### config.mk
export PLATFORM = sky130hd
export DESIGN_NAME = cjb_mmio_input_port_flat
export DESIGN_NICKNAME = d
export VERILOG_FILES = /design/src/rtl/cjb_mmio_pkg.sv /design/src/rtl/cjb_mmio_input_port_if.sv /design/src/rtl/cjb_debounce.sv /design/src/rtl/cjb_mmio_input_port.sv /design/src/flat_wrapper.sv
export SDC_FILE = /design/constraint.sdc
export NUM_CORES = 1
export LEC_CHECK = 0
export CAP_MARGIN = 40
export CORE_MARGIN = 4
export CORE_UTILIZATION = 34
export CTS_CLUSTER_SIZE = 12
export DETAILED_ROUTE_END_ITERATION = 12
export GPL_ROUTABILITY_DRIVEN = 1
export SYNTH_ARGS = -nofsm -noshare
export SYNTH_HDL_FRONTEND = slang
export SYNTH_HIERARCHICAL = 1
export SYNTH_SLANG_ARGS = --single-unit
### constraint.sdc
create_clock -name Clock -period 2.65 [get_ports Clock]
set_clock_uncertainty 0.15 [all_clocks]
set_input_delay 0.53 -clock Clock [delete_from_list [all_inputs] [get_ports Clock]]
set_output_delay 0.53 -clock Clock [all_outputs]
set_load 0.02 [all_outputs]
### src/rtl/cjb_mmio_pkg.sv
// Shared definitions for the cjbRISC memory-mapped I/O ports (input and LED output).
package cjb_mmio_pkg;

  // Default MMIO window base; each port decodes a few words above it.
  localparam logic [7:0] MMIO_BASE_ADDR = 8'hF0;

  // Register offsets of the input port.
  localparam int unsigned OFF_SW     = 0;
  localparam int unsigned OFF_STATUS = 1;
  localparam int unsigned OFF_PCNT   = 2;

  // STATUS register bit positions.
  localparam int unsigned ST_EVENT   = 0;
  localparam int unsigned ST_PRESSED = 1;

  // Which register a CPU read selects.
  typedef enum logic [1:0] {
    SEL_NONE   = 2'd0,
    SEL_SW     = 2'd1,
    SEL_STATUS = 2'd2,
    SEL_PCNT   = 2'd3
  } reg_sel_e;

  // Map a register offset (address minus base) onto a register select.
  function automatic reg_sel_e decode_offset(input logic [7:0] off);
    case (off)
      8'(OFF_SW):     decode_offset = SEL_SW;
      8'(OFF_STATUS): decode_offset = SEL_STATUS;
      8'(OFF_PCNT):   decode_offset = SEL_PCNT;
      default:        decode_offset = SEL_NONE;
    endcase
  endfunction

endpackage

### src/rtl/cjb_mmio_input_port_if.sv
// CPU-side MMIO read bus: single-cycle read strobe, response registered one cycle later.
interface cjb_mmio_input_port_if #(
  parameter int ADDR_W = 8,
  parameter int DATA_W = 16
);
  logic              MemRd;
  logic [ADDR_W-1:0] Addr;
  logic [DATA_W-1:0] RdData;
  logic              RdValid;

  // CPU issues reads and consumes responses.
  modport master (output MemRd, output Addr, input RdData, input RdValid);
  // Peripheral decodes reads and returns data.
  modport slave  (input MemRd, input Addr, output RdData, output RdValid);
endinterface

### src/rtl/cjb_debounce.sv
// Two-flop synchroniser plus stability counter for one active-low pushbutton pin.
// level is the accepted (clean) level; level_nxt is the value level takes at the next edge,
// exposed so the parent can detect an accepted transition in the same cycle it happens.
module cjb_debounce #(
  parameter int DB_CYCLES = 16
) (
  input  logic Clock,
  input  logic Reset,
  input  logic pin,
  output logic level,
  output logic level_nxt
);

  localparam int CNT_W = (DB_CYCLES > 2) ? $clog2(DB_CYCLES) : 1;

  logic [1:0]       sync;
  logic [CNT_W-1:0] cnt;
  logic [CNT_W-1:0] cnt_nxt;

  // Count consecutive samples that differ from the accepted level; accept after DB_CYCLES of them.
  always_comb begin
    // NOTE: every combinational output gets a default first so no path can infer a latch.
    level_nxt = level;
    cnt_nxt   = '0;
    if (sync[1] != level) begin
      if (cnt == CNT_W'(DB_CYCLES - 1)) begin
        level_nxt = sync[1];
      end else begin
        cnt_nxt = cnt + CNT_W'(1);
      end
    end
  end

  // Synchroniser shift and debounce state, cleared by synchronous reset.
  always_ff @(posedge Clock) begin
    // NOTE: state uses non-blocking assignments so every flop samples pre-edge values.
    if (Reset) begin
      sync  <= 2'b11;
      level <= 1'b1;
      cnt   <= '0;
    end else begin
      sync  <= {sync[0], pin};
      level <= level_nxt;
      cnt   <= cnt_nxt;
    end
  end

endmodule

### src/rtl/cjb_mmio_input_port.sv
// MMIO input port: synchronised switches, debounced PB1 with sticky press event and
// 8-bit press counter, and a registered read port at BASE+0/1/2.
module cjb_mmio_input_port
  import cjb_mmio_pkg::*;
#(
  parameter int              ADDR_W    = 8,
  parameter int              DATA_W    = 16,
  parameter logic [ADDR_W-1:0] BASE_ADDR = ADDR_W'(MMIO_BASE_ADDR),
  parameter int              DB_CYCLES = 16
) (
  input  logic                    Clock,
  input  logic                    Reset,
  input  logic                    PB1,
  input  logic [3:0]              SW,
  cjb_mmio_input_port_if.slave    bus,
  output logic                    PressIrq
);

  logic [3:0]        sw_meta;
  logic [3:0]        sw_q;
  logic              db_level;
  logic              db_level_nxt;
  logic              press;
  logic              press_event;
  logic [7:0]        press_cnt;
  logic [ADDR_W-1:0] offset;
  reg_sel_e          sel;
  logic [DATA_W-1:0] rd_next;
  logic              status_rd;

  cjb_debounce #(
    .DB_CYCLES (DB_CYCLES)
  ) u_db (
    .Clock     (Clock),
    .Reset     (Reset),
    .pin       (PB1),
    .level     (db_level),
    .level_nxt (db_level_nxt)
  );

  // Accepted press: debounced level about to fall from released to pressed.
  assign press = db_level & ~db_level_nxt;

  // Two-flop synchroniser for the switch bank.
  always_ff @(posedge Clock) begin
    // NOTE: reset here is synchronous and active-high; it is just another D-input condition.
    if (Reset) begin
      sw_meta <= '0;
      sw_q    <= '0;
    end else begin
      sw_meta <= SW;
      sw_q    <= sw_meta;
    end
  end

  // Address decode and read-data mux for the response registered at the next edge.
  always_comb begin
    offset    = bus.Addr - BASE_ADDR;
    sel       = SEL_NONE;
    rd_next   = '0;
    status_rd = 1'b0;
    if (bus.MemRd && (offset < ADDR_W'(8'hFF))) begin
      sel = decode_offset(8'(offset));
    end
    case (sel)
      SEL_SW:     rd_next[3:0] = sw_q;
      SEL_STATUS: begin
        rd_next[ST_PRESSED] = ~db_level;
        rd_next[ST_EVENT]   = press_event;
        status_rd           = 1'b1;
      end
      SEL_PCNT:   rd_next[7:0] = press_cnt;
      default:    rd_next      = '0;
    endcase
  end

  // Read response register, sticky press event (set wins over clear-on-read) and press counter.
  always_ff @(posedge Clock) begin
    if (Reset) begin
      bus.RdData  <= '0;
      bus.RdValid <= 1'b0;
      press_event <= 1'b0;
      press_cnt   <= '0;
    end else begin
      bus.RdData  <= rd_next;
      bus.RdValid <= (sel != SEL_NONE);
      if (press) begin
        press_event <= 1'b1;
      end else if (status_rd) begin
        press_event <= 1'b0;
      end
      if (press) begin
        press_cnt <= press_cnt + 8'd1;
      end
    end
  end

  assign PressIrq = press_event;

endmodule

### src/flat_wrapper.sv
// flat-port wrapper written by rule: the top's interface ports become plain ports
module cjb_mmio_input_port_flat import cjb_mmio_pkg::*;
#(
  parameter int              ADDR_W    = 8,
  parameter int              DATA_W    = 16,
  parameter logic [ADDR_W-1:0] BASE_ADDR = ADDR_W'(MMIO_BASE_ADDR),
  parameter int              DB_CYCLES = 16
)
  (Clock, Reset, PB1, SW, PressIrq, bus_MemRd, bus_Addr, bus_RdData, bus_RdValid);
  cjb_mmio_input_port_if #(.ADDR_W(ADDR_W), .DATA_W(DATA_W)) bus_i ();
  input  logic Clock;
  input  logic Reset;
  input  logic PB1;
  input  logic [3:0] SW;
  output logic PressIrq;
  input wire logic [$bits(bus_i.MemRd)-1:0] bus_MemRd;
  input wire logic [$bits(bus_i.Addr)-1:0] bus_Addr;
  output wire logic [$bits(bus_i.RdData)-1:0] bus_RdData;
  output wire logic [$bits(bus_i.RdValid)-1:0] bus_RdValid;
  assign bus_i.MemRd = bus_MemRd;
  assign bus_i.Addr = bus_Addr;
  assign bus_RdData = bus_i.RdData;
  assign bus_RdValid = bus_i.RdValid;
  cjb_mmio_input_port #(.ADDR_W(ADDR_W), .DATA_W(DATA_W), .BASE_ADDR(BASE_ADDR), .DB_CYCLES(DB_CYCLES)) u_core (.Clock(Clock), .Reset(Reset), .PB1(PB1), .SW(SW), .bus(bus_i), .PressIrq(PressIrq));
endmodule
==> flow_metrics.py <==
metrics = {
    "outcome": {
        "outcome": "finished, final reports clean",
    },
    "critical_path": {
        "crit_slowest_cell": "or4_1",
        "critPathCaptureType": "register",
        "r2r-end": "u_core/press_cnt[7]",
        "cp-start-kind": "register",
        "worstReg2RegStart": "u_core/u_db/cnt[0]",
        "r2r_setup_slack_ns": 0.44,
        "critPathMaxStageDelay_ns": 0.53,
        "path_cells": "ha_1 -> and3_4 -> mux2_4 -> nand2b_2 -> or4_1 -> a21oi_1",
        "cp_max_fo": 8,
        "critical_path_class": "reg2reg",
        "path_delay_family": "simple AND/OR/NAND/NOR gates",
        "crit_required_ns": 2.70,
        "worstPathArrival_ns": 2.26,
        "reg2reg_depth": 6,
        "critPathBufInv": 0,
    },
    "hold_path": {
        "hold_class": "reg2reg",
        "min_to": "u_core/u_db/sync[1]",
        "hp-start": "u_core/u_db/sync[0]",
        "whs_path_depth": 1,
    },
    "timing": {
        "tns_ns": 0,
        "drv_slew": 0,
        "min_period_ns": 2.207,
        "setup_violations": 0,
        "worst_slack_ns": 0.4431,
        "max_freq_mhz": 453.1,
        "hold_viol": 0,
        "rsz0062_at_grt": "no",
        "timing.hold.ws_ns": 0.2572,
        "tightest_slew_ns": 0.5127,
        "finalCritPeriodShare_pct": 83.28,
        "slew_headroom_pct": 65.71,
    },
    "yosys": {
        "synthTopCellsByArea": "dfxtp_1, nor2b_1, buf_4, mux2i_1, xnor2_1",
        "synth-async-reset-ratio_pct": 0,
        "ys_seq_area_share_pct": 50.38,
        "avgSynthCellArea_um2": 10.32,
        "synth_edf_count": 0,
        "ys_types": 41,
        "synthesis.area_mm2": 0.001311,
        "synth_top_area_cell": "dfxtp_1",
        "yosysTopAreaCellShare_pct": 50.38,
        "ys.flop_type": "dfxtp_1",
        "synth_seq_cells": 33,
        "yosys_warnings": 6,
        "postSynthCellCount": 127,
    },
    "clock_tree": {
        "clockBufferDepth": 2,
        "insertion_delay_ns": 0.28,
        "holdBufCountCts": 0,
        "cts-buffers-inserted": 5,
        "post_cts_resized": 0,
        "clk_pin_slew_ns": 0.06,
        "post_cts_buffers": 0,
        "cts.htree.levels": 2,
        "cts_tree": "yes",
        "cts.sinks": 33,
        "root_buffer": "clkbuf_8",
    },
    "cells_and_area": {
        "final_cell_mix": "dfxtp_1, clkdlybuf4s50_1, nor2b_1",
        "fin_area_mm2": 0.001669,
        "mostFrequentLayoutCell": "dfxtp_1",
        "n_antenna_cell": 0,
        "nets": 174,
        "syn_to_final_growth_pct": 27.29,
        "final_layout_size_suffix_gt1_share_pct": 10.90,
    },
    "floorplanning": {
        "die_area_mm2": 0.004914,
        "start_util_pct": 35.55,
        "die_w_um": 70.10,
        "ios": 34,
        "die_h_um": 70.10,
        "core-area_mm2": 0.003689,
        "rows": 22,
    },
    "drt": {
        "antenna_left": 0,
        "drt-pass1-iter-count": 4,
        "wl_mm": 2.267,
        "drc": 0,
        "drt-initial-drc-count": 25,
        "via_per_inst": 4.574,
        "via_count": 933,
        "wl_per_cell_um": 11.11,
    },
    "pwr": {
        "p_leak_nw": 0.6130,
        "internal_power_w": 0.0007401,
        "pwr-share-comb_pct": 6.4,
        "p_per_area_mw_per_mm2": 557.4,
        "peakVddDrop_mv": 0.3589,
        "clock_power_share_pct": 39.3,
        "switchingPower_w": 0.0001902,
        "sw_frac_of_total_pct": 20.44,
        "seqPwrFrac_pct": 54.4,
    },
    "global_routing": {
        "grt_pass1_wl_mm": 3.857,
        "antenna_found_initial": 0,
        "grt_pass1_vias": 870,
        "grt_usage_pct": 10.12,
        "grt-ovfl-total": 0,
        "grt_start_max_net_pins": 17,
    },
    "place": {
        "dpl_cell_area_mm2": 0.001583,
        "hpwlAfterDp_mm": 1.707,
        "dp_slack_ns": 0.4504,
        "port_buffers": 25,
        "place.gp.congestion": 0.7995,
    },
    "flow_run": {
        "maxCapViolCount": 0,
    },
}
## through the flow
step	utilization, %	total power [W]	cells
floorplan	-	0.0005552	134
global placement	42.91	0.0005746	197
detailed placement	42.91	0.0005761	197
CTS	45.25	0.0009446	204
global route	45.25	0.0009679	204
finish	45.25	0.0009303	204
## sequential cells by signal, indices dropped and copies added (netlist names)
| register | cells |
|---|---|
| u_core/u_db/sync | 2 |
| u_core/u_db/level | 1 |
| u_core/PressIrq | 1 |
| u_core/u_db/cnt | 4 |
| u_core/bus.RdValid | 1 |
| u_core/press_cnt | 8 |
| u_core/sw_q | 4 |
| u_core/bus.RdData | 8 |
| u_core/sw_meta | 4 |
## kinds of logic after synthesis
family | Yosys count | share of synthesized area (%)
AOI/OAI and AO/OA | 13 | 6.393
xor gates and xnor gates | 5 | 3.340
adders and majority gates | 2 | 1.908
buffers and inverters | 14 | 6.393
DFF | 33 | 50.38
muxes | 6 | 5.057
other | 1 | 0.2860
and+or+nand+nor | 53 | 26.24
## how the worst max path moves through the flow
stage / startpoint / to / depth (start not counted)
6_report: u_core/u_db/cnt[0] / u_core/press_cnt[7] / 6
5_1_grt: u_core/u_db/cnt[0] / u_core/press_cnt[7] / 6
4_1_cts: u_core/u_db/cnt[0] / u_core/press_cnt[7] / 6
3_5_place_dp: u_core/u_db/cnt[0] / u_core/press_cnt[7] / 6
3_3_place_gp: Reset / u_core/bus.RdData[4] / 4
2_1_floorplan: u_core/u_db/cnt[0] / u_core/press_cnt[5] / 6
## worst reg2reg max path: stages (launching register included)
cell      delay, ns
dfxtp_1        0.36
ha_1           0.20
and3_4         0.20
mux2_4         0.31
nand2b_2       0.23
or4_1          0.53
a21oi_1        0.15
## area by class of cell
class / count / area [µm²]
Multi-Input combinational cell: 87 / 593.1
Fill cell: 373 / 2019
Clock buffer: 7 / 86.33
Tap cell: 48 / 60.06
Inverter: 3 / 11.26
Sequential cell: 33 / 660.6
Timing Repair Buffer: 26 / 257.7
## power groups by stage
stage / logic (W) / clock network, W / registers, W
after global routing: 0.0000642 / 0.000398 / 0.000506
after floorplan: 0.0000390 / 0 / 0.000516
after global placement: 0.0000582 / 0 / 0.000516
after detailed placement: 0.0000595 / 0 / 0.000517
after CTS: 0.0000597 / 0.000379 / 0.000506
final: 0.0000593 / 0.000365 / 0.000506
## cells in the mapped netlist, types with 3 or more instances
master and count:
a21oi_1 5, and2_1 4, buf_4 8, dfxtp_1 33, inv_1 3, mux2i_1 4, nand2_1 3, nand3_1 3
nor2_1 9, nor2b_1 10, xnor2_1 4
## layer usage
layer / up-vias / track usage [%] / routed length (µm)
li1: 474 / - / -
met1: 426 / 10.59 / 953
met2: 27 / 16.05 / 1099
met3: 6 / 4.604 / 154
met4: 0 / 7.021 / 59
met5: - / 0 / 0
No activity file was read; power rests on OpenSTA's default activity.
